[src/rtl/ahb_arbiter_rr_if.sv]
// Bus-side signal bundle for the AHB arbiter: the masters' request and lock lines,
// the shared transfer/response lines it watches, and the grant/owner outputs.
// The arbiter uses the slave modport. The master modport is the mirror view used
// by the masters or by a testbench.
interface ahb_arbiter_rr_if #(
    parameter int NMASTERS = 16
);
    localparam int MW = $clog2(NMASTERS);

    logic [NMASTERS-1:0] HBUSREQx;
    logic [NMASTERS-1:0] HLOCKx;
    logic [NMASTERS-1:0] HSPLIT;
    logic                HREADY;
    logic [1:0]          HTRANS;
    logic [1:0]          HRESP;
    logic [NMASTERS-1:0] HGRANTx;
    logic [MW-1:0]       HMASTER;
    logic                HMASTLOCK;
    logic [NMASTERS-1:0] SPLITMASK;

    modport slave (
        input  HBUSREQx, HLOCKx, HSPLIT, HREADY, HTRANS, HRESP,
        output HGRANTx, HMASTER, HMASTLOCK, SPLITMASK
    );

    modport master (
        output HBUSREQx, HLOCKx, HSPLIT, HREADY, HTRANS, HRESP,
        input  HGRANTx, HMASTER, HMASTLOCK, SPLITMASK
    );
endinterface

[src/rtl/ahb_arbiter_rr.sv]
// Parametrised AHB bus arbiter with round-robin or fixed-priority selection.
// It also provides a beat limit that forces handover, masking of masters that
// received a SPLIT, and a default master.
// The grant is registered and always one-hot. HMASTER and the data-phase owner
// follow the grant one and two HREADY edges later, matching the AHB pipeline.
module ahb_arbiter_rr #(
    parameter int NMASTERS       = 16,
    parameter int RR_MODE        = 1,
    parameter int DEFAULT_MASTER = 0,
    parameter int MAX_BEATS      = 8
) (
    input  logic               HCLK,
    input  logic               HRESETn,
    ahb_arbiter_rr_if.slave    bus
);
    localparam int MW = $clog2(NMASTERS);
    localparam int CW = (MAX_BEATS > 0) ? $clog2(MAX_BEATS + 1) : 1;
    localparam logic [MW-1:0] DEF_IDX  = MW'(DEFAULT_MASTER);
    localparam logic [CW-1:0] MAXB     = CW'(MAX_BEATS);

    logic [NMASTERS-1:0] grant_q,     grant_d;
    logic [MW-1:0]       owner_q,     owner_d;
    logic [MW-1:0]       hmaster_q,   hmaster_d;
    logic                hmastlock_q, hmastlock_d;
    logic [MW-1:0]       dpOwner_q,   dpOwner_d;
    logic [NMASTERS-1:0] mask_q,      mask_d;
    logic [CW-1:0]       beat_q,      beat_d;
    logic [MW-1:0]       rrPtr_q,     rrPtr_d;

    logic [NMASTERS-1:0] eligible;
    logic                othersEligible;
    logic [CW-1:0]       beatInc;
    logic                hold;
    logic [MW-1:0]       winner;
    logic [MW-1:0]       newOwner;

    // Qualify requests with the split mask and decide whether the current owner keeps the bus.
    // The beat count used here includes the beat completing on this edge.
    // A MAX_BEATS limit therefore gives each owner exactly MAX_BEATS transfers.
    always_comb begin
        eligible       = bus.HBUSREQx & ~mask_q;
        othersEligible = |(eligible & ~grant_q);
        beatInc        = beat_q;
        if (bus.HTRANS[1] && (beat_q < MAXB)) begin
            beatInc = beat_q + 1'b1;
        end
        hold = (bus.HLOCKx[owner_q] & bus.HBUSREQx[owner_q]) |
               (eligible[owner_q] & ((MAX_BEATS == 0) | (beatInc < MAXB) | ~othersEligible));
    end

    // Pick the next owner.
    // Round-robin scans from the slot after the pointer and wraps; fixed mode scans from index 0.
    // If nothing is eligible, the default master is chosen.
    always_comb begin : arbSelect
        int  idx;
        logic found;
        idx    = 0;
        found  = 1'b0;
        winner = DEF_IDX;
        for (int k = 1; k <= NMASTERS; k++) begin
            if (RR_MODE != 0) begin
                idx = int'(rrPtr_q) + k;
                if (idx >= NMASTERS) begin
                    idx = idx - NMASTERS;
                end
            end else begin
                idx = k - 1;
            end
            if (!found && eligible[idx[MW-1:0]]) begin
                found  = 1'b1;
                winner = idx[MW-1:0];
            end
        end
    end

    // Next-state for grant, pipeline owners, beat counter and split mask.
    // Everything except the split-mask clears is frozen while HREADY is low.
    always_comb begin
        grant_d     = grant_q;
        owner_d     = owner_q;
        hmaster_d   = hmaster_q;
        hmastlock_d = hmastlock_q;
        dpOwner_d   = dpOwner_q;
        beat_d      = beat_q;
        rrPtr_d     = rrPtr_q;
        newOwner    = owner_q;
        mask_d      = mask_q & ~bus.HSPLIT;

        if (bus.HREADY) begin
            newOwner          = hold ? owner_q : winner;
            grant_d           = '0;
            grant_d[newOwner] = 1'b1;
            owner_d           = newOwner;
            hmaster_d         = owner_q;
            hmastlock_d       = bus.HLOCKx[owner_q];
            dpOwner_d         = hmaster_q;
            if (hold) begin
                beat_d = beatInc;
            end else begin
                beat_d  = '0;
                rrPtr_d = newOwner;
            end
            if (bus.HRESP == 2'b11) begin
                mask_d[dpOwner_q] = 1'b1;
            end
        end
    end

    // State registers with synchronous active-low reset back to the default master.
    always_ff @(posedge HCLK) begin
        if (!HRESETn) begin
            grant_q          <= '0;
            grant_q[DEF_IDX] <= 1'b1;
            owner_q          <= DEF_IDX;
            hmaster_q        <= DEF_IDX;
            hmastlock_q      <= 1'b0;
            dpOwner_q        <= DEF_IDX;
            mask_q           <= '0;
            beat_q           <= '0;
            rrPtr_q          <= DEF_IDX;
        end else begin
            grant_q          <= grant_d;
            owner_q          <= owner_d;
            hmaster_q        <= hmaster_d;
            hmastlock_q      <= hmastlock_d;
            dpOwner_q        <= dpOwner_d;
            mask_q           <= mask_d;
            beat_q           <= beat_d;
            rrPtr_q          <= rrPtr_d;
        end
    end

    assign bus.HGRANTx   = grant_q;
    assign bus.HMASTER   = hmaster_q;
    assign bus.HMASTLOCK = hmastlock_q;
    assign bus.SPLITMASK = mask_q;

endmodule

[src/flat_wrapper.sv]
// flat-port wrapper written by rule: the top's interface ports become plain ports
module ahb_arbiter_rr_flat 
#(
    parameter int NMASTERS       = 16,
    parameter int RR_MODE        = 1,
    parameter int DEFAULT_MASTER = 0,
    parameter int MAX_BEATS      = 8
)
  (HCLK, HRESETn, bus_HBUSREQx, bus_HLOCKx, bus_HSPLIT, bus_HREADY, bus_HTRANS, bus_HRESP, bus_HGRANTx, bus_HMASTER, bus_HMASTLOCK, bus_SPLITMASK);
  ahb_arbiter_rr_if #(.NMASTERS(NMASTERS)) bus_i ();
  input  logic HCLK;
  input  logic HRESETn;
  input wire logic [$bits(bus_i.HBUSREQx)-1:0] bus_HBUSREQx;
  input wire logic [$bits(bus_i.HLOCKx)-1:0] bus_HLOCKx;
  input wire logic [$bits(bus_i.HSPLIT)-1:0] bus_HSPLIT;
  input wire logic [$bits(bus_i.HREADY)-1:0] bus_HREADY;
  input wire logic [$bits(bus_i.HTRANS)-1:0] bus_HTRANS;
  input wire logic [$bits(bus_i.HRESP)-1:0] bus_HRESP;
  output wire logic [$bits(bus_i.HGRANTx)-1:0] bus_HGRANTx;
  output wire logic [$bits(bus_i.HMASTER)-1:0] bus_HMASTER;
  output wire logic [$bits(bus_i.HMASTLOCK)-1:0] bus_HMASTLOCK;
  output wire logic [$bits(bus_i.SPLITMASK)-1:0] bus_SPLITMASK;
  assign bus_i.HBUSREQx = bus_HBUSREQx;
  assign bus_i.HLOCKx = bus_HLOCKx;
  assign bus_i.HSPLIT = bus_HSPLIT;
  assign bus_i.HREADY = bus_HREADY;
  assign bus_i.HTRANS = bus_HTRANS;
  assign bus_i.HRESP = bus_HRESP;
  assign bus_HGRANTx = bus_i.HGRANTx;
  assign bus_HMASTER = bus_i.HMASTER;
  assign bus_HMASTLOCK = bus_i.HMASTLOCK;
  assign bus_SPLITMASK = bus_i.SPLITMASK;
  ahb_arbiter_rr #(.NMASTERS(NMASTERS), .RR_MODE(RR_MODE), .DEFAULT_MASTER(DEFAULT_MASTER), .MAX_BEATS(MAX_BEATS)) u_core (.HCLK(HCLK), .HRESETn(HRESETn), .bus(bus_i));
endmodule
[config.mk]
export PLATFORM = sky130hd
export DESIGN_NAME = ahb_arbiter_rr_flat
export DESIGN_NICKNAME = d
export VERILOG_FILES = /design/src/rtl/ahb_arbiter_rr_if.sv /design/src/rtl/ahb_arbiter_rr.sv /design/src/flat_wrapper.sv
export SDC_FILE = /design/constraint.sdc
export NUM_CORES = 1
export LEC_CHECK = 0
export CORE_ASPECT_RATIO = 0.9
export CORE_MARGIN = 5
export CORE_UTILIZATION = 50
export CTS_BUF_LIST = sky130_fd_sc_hd__clkbuf_8
export DETAILED_ROUTE_END_ITERATION = 10
export HOLD_SLACK_MARGIN = 0.12
export MAX_ROUTING_LAYER = met4
export PLACE_DENSITY = 0.72
export SYNTH_ARGS = -nofsm -noshare
export SYNTH_HDL_FRONTEND = slang
export SYNTH_SLANG_ARGS = --single-unit
[constraint.sdc]
create_clock -name HCLK -period 9.2 [get_ports HCLK]
set_clock_uncertainty 0.15 [all_clocks]
set_input_delay 2.76 -clock HCLK [delete_from_list [all_inputs] [get_ports HCLK]]
set_output_delay 2.76 -clock HCLK [all_outputs]
set_load 0.1 [all_outputs]
==> flow_summary.yaml, run 1 <==
outcome:
  status: "complete, no violations"
worst_setup_path:
  crit_path_start_kind: "input pin"
  end_kind: "flip-flop"
  r2r-end: "u_core.bus.HGRANTx[12]"
  worstSetupPathType: "in -> reg"
  worstPathCellList: "clkdlybuf4s50_1, nand2b_1, mux4_2, o22ai_1, nor3_2, nand3_2, nor4b_4, or4b_4, o31ai_4, or2_1, o41ai_1"
  cp.depth: 11
  worstRegToRegCells: 13
  reg2reg_slack_ns: 3.34
  arrival_ns: 6.77
  crit_fanout: 10
  required_ns: 9.23
  crit_buf_inv: 1
  cp_top_family: "simple AND/OR/NAND/NOR gates"
  critPathMaxStageDelay_ns: 0.58
  cp_slowest_cell: "nor4b_4"
  reg2reg_from: "u_core.rrPtr_q[0]"
final_layout:
  fin_nets: 801
  layout-drive-gt1-share_pct: 14.1
  area_delta_synth_final_pct: 16.9
  layout.cells.non_filler: 895
  final_area_um2: 6910
  nFillCells: 1055
  insertedDiodeCount: 0
min_path:
  whs_path_depth: 2
  hold_class: "reg -> reg"
  whs_endpoint: "u_core.bus.HGRANTx[11]"
  hold_path_startpoint: "u_core.bus.HGRANTx[11]"
floorplanning:
  start_util_pct: 51.5
  core.rowCount: 37
  dieWidth_um: 125
  design.portCount: 92
  die_area_um2: 14100
  core_area_um2: 11500
  die-height_um: 113
sta:
  worst_hold_slack_ns: 0.329
  clock.fmax_mhz: 148
  finalCriticalPeriod_ns: 6.74
  rsz0062_at_grt: "no"
  setup_viol: 0
  slew_headroom_pct: 33.7
  worst_pin_slew_ns: 0.992
  fin_setup_tns_ns: 0
  finalHoldViolCount: 0
  maxSlewViolCount: 0
  fin_crit_sh_pct: 73.2
yosys:
  syn_inst: 675
  post_synth_num_cell_types: 96
  synth-edff-count: 0
  syn_area_um2: 5910
  synth_ff_type: "dfxtp_1"
  avgSynthCellArea_um2: 8.75
  syn-num-nets: 738
  synth_seq_cells: 53
  synthArstFlopShare_pct: 0
  ys_warn_count: 0
  ys_seq_area_share_pct: 18.0
placement:
  dpl.hpwl_um: 16100
  place_congestion: 0.980
  post-place-cells: 887
  placed_cell_area_um2: 6810
  io_buffers: 90
grt:
  grt_overflow: 0
  grt_pass1_vias: 5937
  grt_max_degree: 62
  grt_usage_pct: 29.0
  antenna_found_initial: 0
  grt_pass1_wl_um: 32400
clock_network:
  tritoncts: "built"
  path_clk_slew_ns: 0.10
  cts-root-buf: "clkbuf_8"
  cts.repair.resized: 0
  cts_hold_buffers: 0
  clock-sinks: 53
  clock_latency_ns: 0.30
  cts_made_buffers: 5
  clockBufferDepth: 2
  htreeDepth: 2
  postCtsSetupBuffers: 0
drt:
  dr.pass1.iters: 6
  totalWireLength_um: 20700
  vias: 6208
  ant_nets: 0
  drt_iter0_markers: 967
  wire_per_inst_um: 23.2
  via_per_inst: 6.94
  drc: 0
flow_run:
  cap_violations: 0
pwr:
  power_w: 0.00287
  ir_drop_mv: 0.175
  powerDensity_nw_per_um2: 415
  power.leakage_nw: 2.47
-- worst max path at each step --
| stage | from | end | slack, ns |
|---|---|---|---|
| after global placement | bus_HBUSREQx[13] | u_core.bus.HGRANTx[13] | 2.28 |
| after floorplan | bus_HBUSREQx[2] | u_core.bus.HGRANTx[15] | 3.49 |
| after CTS | bus_HBUSREQx[12] | u_core.bus.HGRANTx[12] | 2.56 |
| after global routing | bus_HBUSREQx[13] | u_core.bus.HGRANTx[13] | 2.31 |
| after detailed placement | bus_HBUSREQx[12] | u_core.bus.HGRANTx[12] | 2.24 |
| final | bus_HBUSREQx[13] | u_core.bus.HGRANTx[12] | 2.46 |
-- metrics by stage --
stage	setup WS [ns]	util, %
4_1_cts	2.56	60.2
6_report	2.46	60.2
3_3_place_gp	2.28	59.3
3_5_place_dp	2.24	59.3
2_1_floorplan	3.49	-
5_1_grt	2.31	60.2
-- per-layer routing --
layer	vias to the layer above	part of all wire, %	GRT usage [%]
met5	-	0	-
met4	0	4.6	13.7
met3	83	8.6	3.16
met2	438	46	45.6
met1	2922	40	37.7
li1	2765	-	-
-- synthesized netlist by cell type (all sizes together) (10+ instances only) --
| cell | number | share of area [%] |
|---|---|---|
| mux4 | 36 | 14 |
| nor4 | 32 | 3.7 |
| xnor2 | 10 | 2.0 |
| nor2 | 64 | 4.1 |
| clkbuf | 16 | 1.0 |
| mux2i | 27 | 4.6 |
| dfxtp | 53 | 18 |
| nand2 | 61 | 3.9 |
| o21ai | 17 | 1.5 |
| o31ai | 12 | 2.0 |
| nand2b | 27 | 2.9 |
| nor2b | 20 | 2.1 |
| nor3b | 12 | 2.2 |
| nand3 | 13 | 1.2 |
| buf | 22 | 2.9 |
| o22ai | 12 | 1.3 |
| nor3 | 10 | 0.93 |
| a31oi | 11 | 1.4 |
| a21oi | 32 | 3.2 |
| inv | 21 | 1.3 |
-- cells in the final DEF (no fill, tap or decap), drive strengths merged, types with 6 or more instances in the layout --
| cell | n |
|---|---|
| and2 | 8 |
| and3b | 8 |
| nor4 | 32 |
| clkdlybuf4s50 | 90 |
| dfxtp | 53 |
| inv | 21 |
| mux2 | 6 |
| clkbuf | 7 |
| nand3 | 13 |
| mux2i | 27 |
| o41ai | 7 |
| xnor2 | 10 |
| nor2b | 20 |
| nor3 | 10 |
| nor2 | 64 |
| o22ai | 12 |
| or4bb | 8 |
| nand2b | 27 |
| mux4 | 36 |
| a31oi | 11 |
| nor3b | 12 |
| o211ai | 8 |
| o21ai | 17 |
| ha | 8 |
| o31ai | 12 |
| o21a | 6 |
| a32oi | 6 |
| a21oi | 32 |
| nand2 | 61 |
-- cells by family after synthesis --
kind of cell,share of synthesized area [%]
AO/OA/AOI/OAI,23.1
XOR/XNOR,2.86
adder cells (fa/ha/maj),1.69
buffers and inverters,5.31
flip-flops,18.0
multiplexers,19.5
AND/OR/NAND/NOR,29.6
-- state kept, by name, indices dropped and copies added, names as in the netlist --
name                  count
u_core.beat_q             4
u_core.bus.HGRANTx       16
u_core.bus.HMASTER        4
u_core.bus.HMASTLOCK      1
u_core.bus.SPLITMASK     16
u_core.dpOwner_q          4
u_core.owner_q            4
u_core.rrPtr_q            4
-- tightest hold or removal path: cells and delay by family (launching register included) --
| family | cells | cell delay, ns |
|---|---|---|
| DFF | 1 | 0.33 |
| AOI/OAI and AO/OA | 1 | 0.05 |
| and+or+nand+nor | 1 | 0.05 |
-- where the power goes --
part / internal (W) / total, W / switching (W)
logic: 0.000854 / 0.00241 / 0.00155
clock network: 0.0000682 / 0.000142 / 0.0000739
registers: 0.000264 / 0.000320 / 0.0000563
-- area by class of cell --
cell class | count | area (µm²) | share of cell area, %
multi-input cells | 562 | 4530 | 65.7
flip-flops and latches | 53 | 1060 | 15.4
repair buffers | 94 | 931 | 13.5
well taps | 156 | 195 | 2.83
clock buffers | 7 | 96.3 | 1.39
inverters | 22 | 82.6 | 1.20
clock inverters | 1 | 5.00 | 0.0725
(Power assumes the default switching activity.)
==> run 2, diff against run 1 <==
Clock period 9.2 ns to 6.35 ns, I/O delays scaled along.
==> run 2 against run 1 <==
Total power rose by 49%. Non-clock buffer count up 5. Global-route usage increased by 0.42 points. Worst hold slack hardly changed. Utilization increased by 0.61 points. Die area is the same. Register-to-register slack worse by 2.3 ns. Critical path depth unchanged. Worst setup slack got worse by 1.9 ns. Cell area is 1.0% higher. Combinational power up 46%.
==> flow_summary.yaml, run 2 (synthesis results as in run 1) <==
floorplanning:
  core.rowCount: 37
  die-height_um: 113
  design.portCount: 92
  dieWidth_um: 125
  core_area_um2: 11500
  die_area_um2: 14100
  start_util_pct: 51.5
placement:
  pre_cts_slack_ns: 0.389
  placed_cell_area_um2: 6840
  io_buffers: 90
  dpl.hpwl_um: 16200
  place_congestion: 0.961
sta:
  fin_crit_sh_pct: 90.7
  finalCriticalPeriod_ns: 5.76
  rsz0062_at_grt: "no"
  fin_setup_tns_ns: 0
  setup_slack_ns: 0.591
  worst_pin_slew_ns: 0.996
  maxSlewViolCount: 0
  slew_headroom_pct: 33.4
  finalHoldViolCount: 0
  setup_viol: 0
  clock.fmax_mhz: 174
  worst_hold_slack_ns: 0.329
clock_network:
  path_clk_slew_ns: 0.10
  clock-sinks: 53
  clockBufferDepth: 2
  cts_made_buffers: 5
  htreeDepth: 2
  cts-root-buf: "clkbuf_8"
  cts_hold_buffers: 0
  clock_latency_ns: 0.31
  cts.repair.resized: 0
  postCtsSetupBuffers: 0
  tritoncts: "built"
drt:
  drc: 0
  via_per_inst: 6.92
  wire_per_inst_um: 23.2
  ant_nets: 0
  vias: 6228
  totalWireLength_um: 20900
  drt_iter0_markers: 766
  dr.pass1.iters: 5
worst_setup_path:
  cp_slowest_cell: "o41ai_1"
  end_kind: "flip-flop"
  crit_buf_inv: 1
  r2r-end: "u_core.bus.HGRANTx[12]"
  reg2reg_slack_ns: 1.05
  reg2reg_from: "u_core.rrPtr_q[1]"
  required_ns: 6.43
  worstPathCellList: "clkdlybuf4s50_1, nor3b_2, nor4_1, o41ai_1, and2_1, o21ai_0, a211oi_1, o32ai_1, a32o_1, a221o_1, o31ai_1"
  worstSetupPathType: "in -> reg"
  critPathMaxStageDelay_ns: 0.78
  crit_path_start_kind: "input pin"
  worstRegToRegCells: 12
  cp_top_family: "compound AO/OA/AOI/OAI gates"
  crit_fanout: 8
  arrival_ns: 5.84
min_path:
  hold_class: "reg -> reg"
  whs_path_depth: 2
  whs_endpoint: "u_core.bus.HGRANTx[10]"
  hold_path_startpoint: "u_core.bus.HGRANTx[10]"
grt:
  grt_usage_pct: 29.4
  use_met1_pct: 37.7
  antenna_found_initial: 0
  met3_usage_pct: 3.54
  grt_max_degree: 60
  grt.met2_usage_pct: 47.3
  grt_pass1_wl_um: 32800
  grt_overflow: 0
  grt_pass1_vias: 6030
  busiest_layer: "met2"
pwr:
  powerDensity_nw_per_um2: 611
  ir_drop_mv: 0.270
  power.leakage_nw: 2.51
flow_run:
  cap_violations: 0
final_layout:
  insertedDiodeCount: 0
  final_area_um2: 6980
  fin_nets: 806
  layout_common_cells: "clkdlybuf4s50_1, nor2_1, nand2_1"
  layout_commonest_cell: "clkdlybuf4s50_1"
  nFillCells: 1033
  area_delta_synth_final_pct: 18.1
  layout-drive-gt1-share_pct: 14.7
outcome:
  status: "complete, no violations"
run 2: cell types whose count changed in the layout (fill, tap and decap cells not counted), sizes merged:
| cell | previous run | this run |
|---|---|---|
| buf | 4 | 9 |
| clkbuf | 7 | 5 |
| bufinv | 0 | 2 |
run 2: how the worst max path moves through the flow:
| stage | slack [ns] | cells after the start | from | endpoint |
|---|---|---|---|---|
| finish | 0.59 | 11 | bus_HBUSREQx[11] | u_core.bus.HGRANTx[15] |
| global placement | 0.45 | 11 | bus_HBUSREQx[0] | u_core.bus.HGRANTx[15] |
| floorplan | 1.49 | 12 | bus_HBUSREQx[2] | u_core.bus.HGRANTx[15] |
| global route | 0.38 | 11 | bus_HBUSREQx[11] | u_core.bus.HGRANTx[15] |
| detailed placement | 0.39 | 11 | bus_HBUSREQx[2] | u_core.bus.HGRANTx[15] |
| CTS | 0.72 | 11 | bus_HBUSREQx[11] | u_core.bus.HGRANTx[15] |
run 2: layout make-up:
type                            count  area (µm²)  share of cell area, %
Inverter                           22        82.6                   1.18
Multi-Input combinational cell    562        4530                   65.0
Timing Repair Buffer               99         968                   13.9
Tap cell                          156         195                   2.80
Sequential cell                    53        1060                   15.2
Clock buffer                        5        68.8                  0.986
Clock inverter                      3        65.1                  0.933
run 2: where the power goes:
| group | switching [W] | leakage [nW] | internal (W) |
|---|---|---|---|
| Clock | 0.000109 | 0.0681 | 0.000157 |
| Combinational | 0.00225 | 2.01 | 0.00128 |
| Sequential | 0.0000815 | 0.430 | 0.000382 |
run 2: through the flow:
step | cells | power [W] | utilization (%)
floorplan | 675 | 0.00308 | -
global placement | 892 | 0.00387 | 59.6
detailed placement | 892 | 0.00389 | 59.6
CTS | 900 | 0.00416 | 60.8
global route | 900 | 0.00450 | 60.8
finish | 900 | 0.00426 | 60.8
run 2: routing by layer:
metal	share of wire (%)	routed length, µm
met1	41	8580
met2	47	9870
met3	7.5	1570
met4	4.1	860
met5	0	0
run 2: tightest hold or removal path: cells and delay by family (launching register included):
family | cells | cell delay, ns
flops | 1 | 0.34
simple gates | 1 | 0.05
compound gates | 1 | 0.05
==> run 3, diff against run 2 <==
Settings changed: CAP_MARGIN set to 20, CORE_UTILIZATION 50 to 30, PLACE_DENSITY 0.72 to 0.47, TNS_END_PERCENT set to 50.
==> run 3 against run 2 <==
First-iteration DRC count decreased by 40%. Cell area increased by 2.9%. Cell count increased by 12%. Global-route usage decreased by 8.8 points. Total power increased by 2.7%. Worst setup slack got worse by 0.013 ns. Routed wire length increased by 9.6%. Critical path depth increased by 1. Clock power decreased by 8.7%. Sequential cell count unchanged. Combinational power increased by 4%.
==> flow_summary.yaml, run 3 (synthesis results as in run 1) <==
worst_setup_path:
  crit_start: "bus_HBUSREQx[10]"
  crit_fanout: 10
  reg2reg_from: "u_core.rrPtr_q[1]"
  crit_path_start_kind: "input pin"
  end_kind: "flip-flop"
  arrival_ns: 5.87
  worstSetupPathType: "in -> reg"
  required_ns: 6.44
final_layout:
  layout_commonest_cell: "clkdlybuf4s50_1"
  area_delta_synth_final_pct: 21.5
  layout.cells.non_filler: 1005
  fin_nets: 817
  layout_common_cells: "clkdlybuf4s50_1, nor2_1, nand2_1"
  layout-drive-gt1-share_pct: 15.9
  insertedDiodeCount: 0
floorplanning:
  die-height_um: 143
  core.rowCount: 48
  start_util_pct: 30.7
  design.portCount: 92
  dieWidth_um: 158
  die_area_um2: 22600
  core_area_um2: 19300
flow_run:
  cap_violations: 0
drt:
  totalWireLength_um: 22900
  ant_nets: 0
  dr.pass1.iters: 5
  drc: 0
  via_per_inst: 6.00
  drt_iter0_markers: 457
  wire_per_inst_um: 22.8
  vias: 6026
clock_network:
  cts.repair.resized: 0
  path_clk_slew_ns: 0.11
  cts_made_buffers: 5
  cts-root-buf: "clkbuf_8"
  cts_hold_buffers: 0
  htreeDepth: 2
  clock-sinks: 53
  tritoncts: "built"
  postCtsSetupBuffers: 0
  clock_latency_ns: 0.32
  clockBufferDepth: 2
sta:
  setup_viol: 0
  finalCriticalPeriod_ns: 5.77
  worst_pin_slew_ns: 1.00
  fin_crit_sh_pct: 90.9
  fin_setup_tns_ns: 0
  rsz0062_at_grt: "no"
  slew_headroom_pct: 32.9
  worst_hold_slack_ns: 0.341
  finalHoldViolCount: 0
  maxSlewViolCount: 0
  clock.fmax_mhz: 173
grt:
  antenna_found_initial: 0
  grt_max_degree: 60
  grt_pass1_vias: 6010
  grt_overflow: 0
  grt_pass1_wl_um: 35600
  grt_usage_pct: 20.6
min_path:
  hold_class: "reg -> reg"
  hold_path_startpoint: "u_core.bus.HGRANTx[7]"
pwr:
  power.leakage_nw: 2.56
  powerDensity_nw_per_um2: 610
  ir_drop_mv: 0.194
placement:
  dpl.hpwl_um: 18200
  io_buffers: 90
  place_congestion: 0.991
  post-place-cells: 996
outcome:
  status: "complete, no violations"
[run 3: worst max-delay path, stage by stage]
cell and delay (ns):
clkdlybuf4s50_1 0.48, and3b_1 0.29, nor4_1 0.31, nor4_1 0.10
buf_4 0.16, mux2i_2 0.38, nand3_1 0.30, nor4b_4 0.60
or4b_4 0.57, a31oi_2 0.31, a31oi_2 0.24, o31ai_2 0.22
[run 3: worst paths after layout]
kind / endpoint / slack [ns] / depth (start not counted)
max: u_core.bus.HGRANTx[8] / 0.58 / 12
max reg2reg: u_core.bus.HGRANTx[8] / 1.11 / 13
min: u_core.bus.HGRANTx[7] / 0.34 / 2
min reg2reg: u_core.bus.HGRANTx[7] / 0.34 / 2
[run 3: report_power, final]
part,internal (W),leakage [nW],switching [W]
logic,0.00132,2.07,0.00235
clock network,0.000120,0.0591,0.000121
registers,0.000382,0.430,0.0000889
[run 3: routing by layer]
| layer | global-route usage [%] | part of all wire [%] | routed length, µm |
|---|---|---|---|
| met3 | 2.15 | 6.0 | 1380 |
| met4 | 4.67 | 1.8 | 413 |
| met5 | - | 0 | 0 |
| met1 | 27.6 | 44 | 10200 |
| met2 | 33.9 | 48 | 10900 |
[run 3: layout make-up]
cell class | count | area (µm²)
sequential | 53 | 1060
multi-input combinational | 562 | 4530
clock buffer | 5 | 68.8
timing repair buffer | 110 | 1070
fill | 1980 | 12100
tap | 250 | 313
inverter | 22 | 82.6
clock inverter | 3 | 47.5
[run 3: through the flow]
| stage | area (µm²) | util [%] | total power (W) | setup slack (ns) |
|---|---|---|---|---|
| after global placement | 7040 | 36.5 | 0.00402 | 0.431 |
| after global routing | 7180 | 37.2 | 0.00463 | 0.421 |
| after CTS | 7150 | 37.1 | 0.00430 | 0.704 |
| final | 7180 | 37.2 | 0.00438 | 0.578 |
| after detailed placement | 7040 | 36.5 | 0.00404 | 0.392 |
| after floorplan | 5910 | - | 0.00308 | 1.49 |
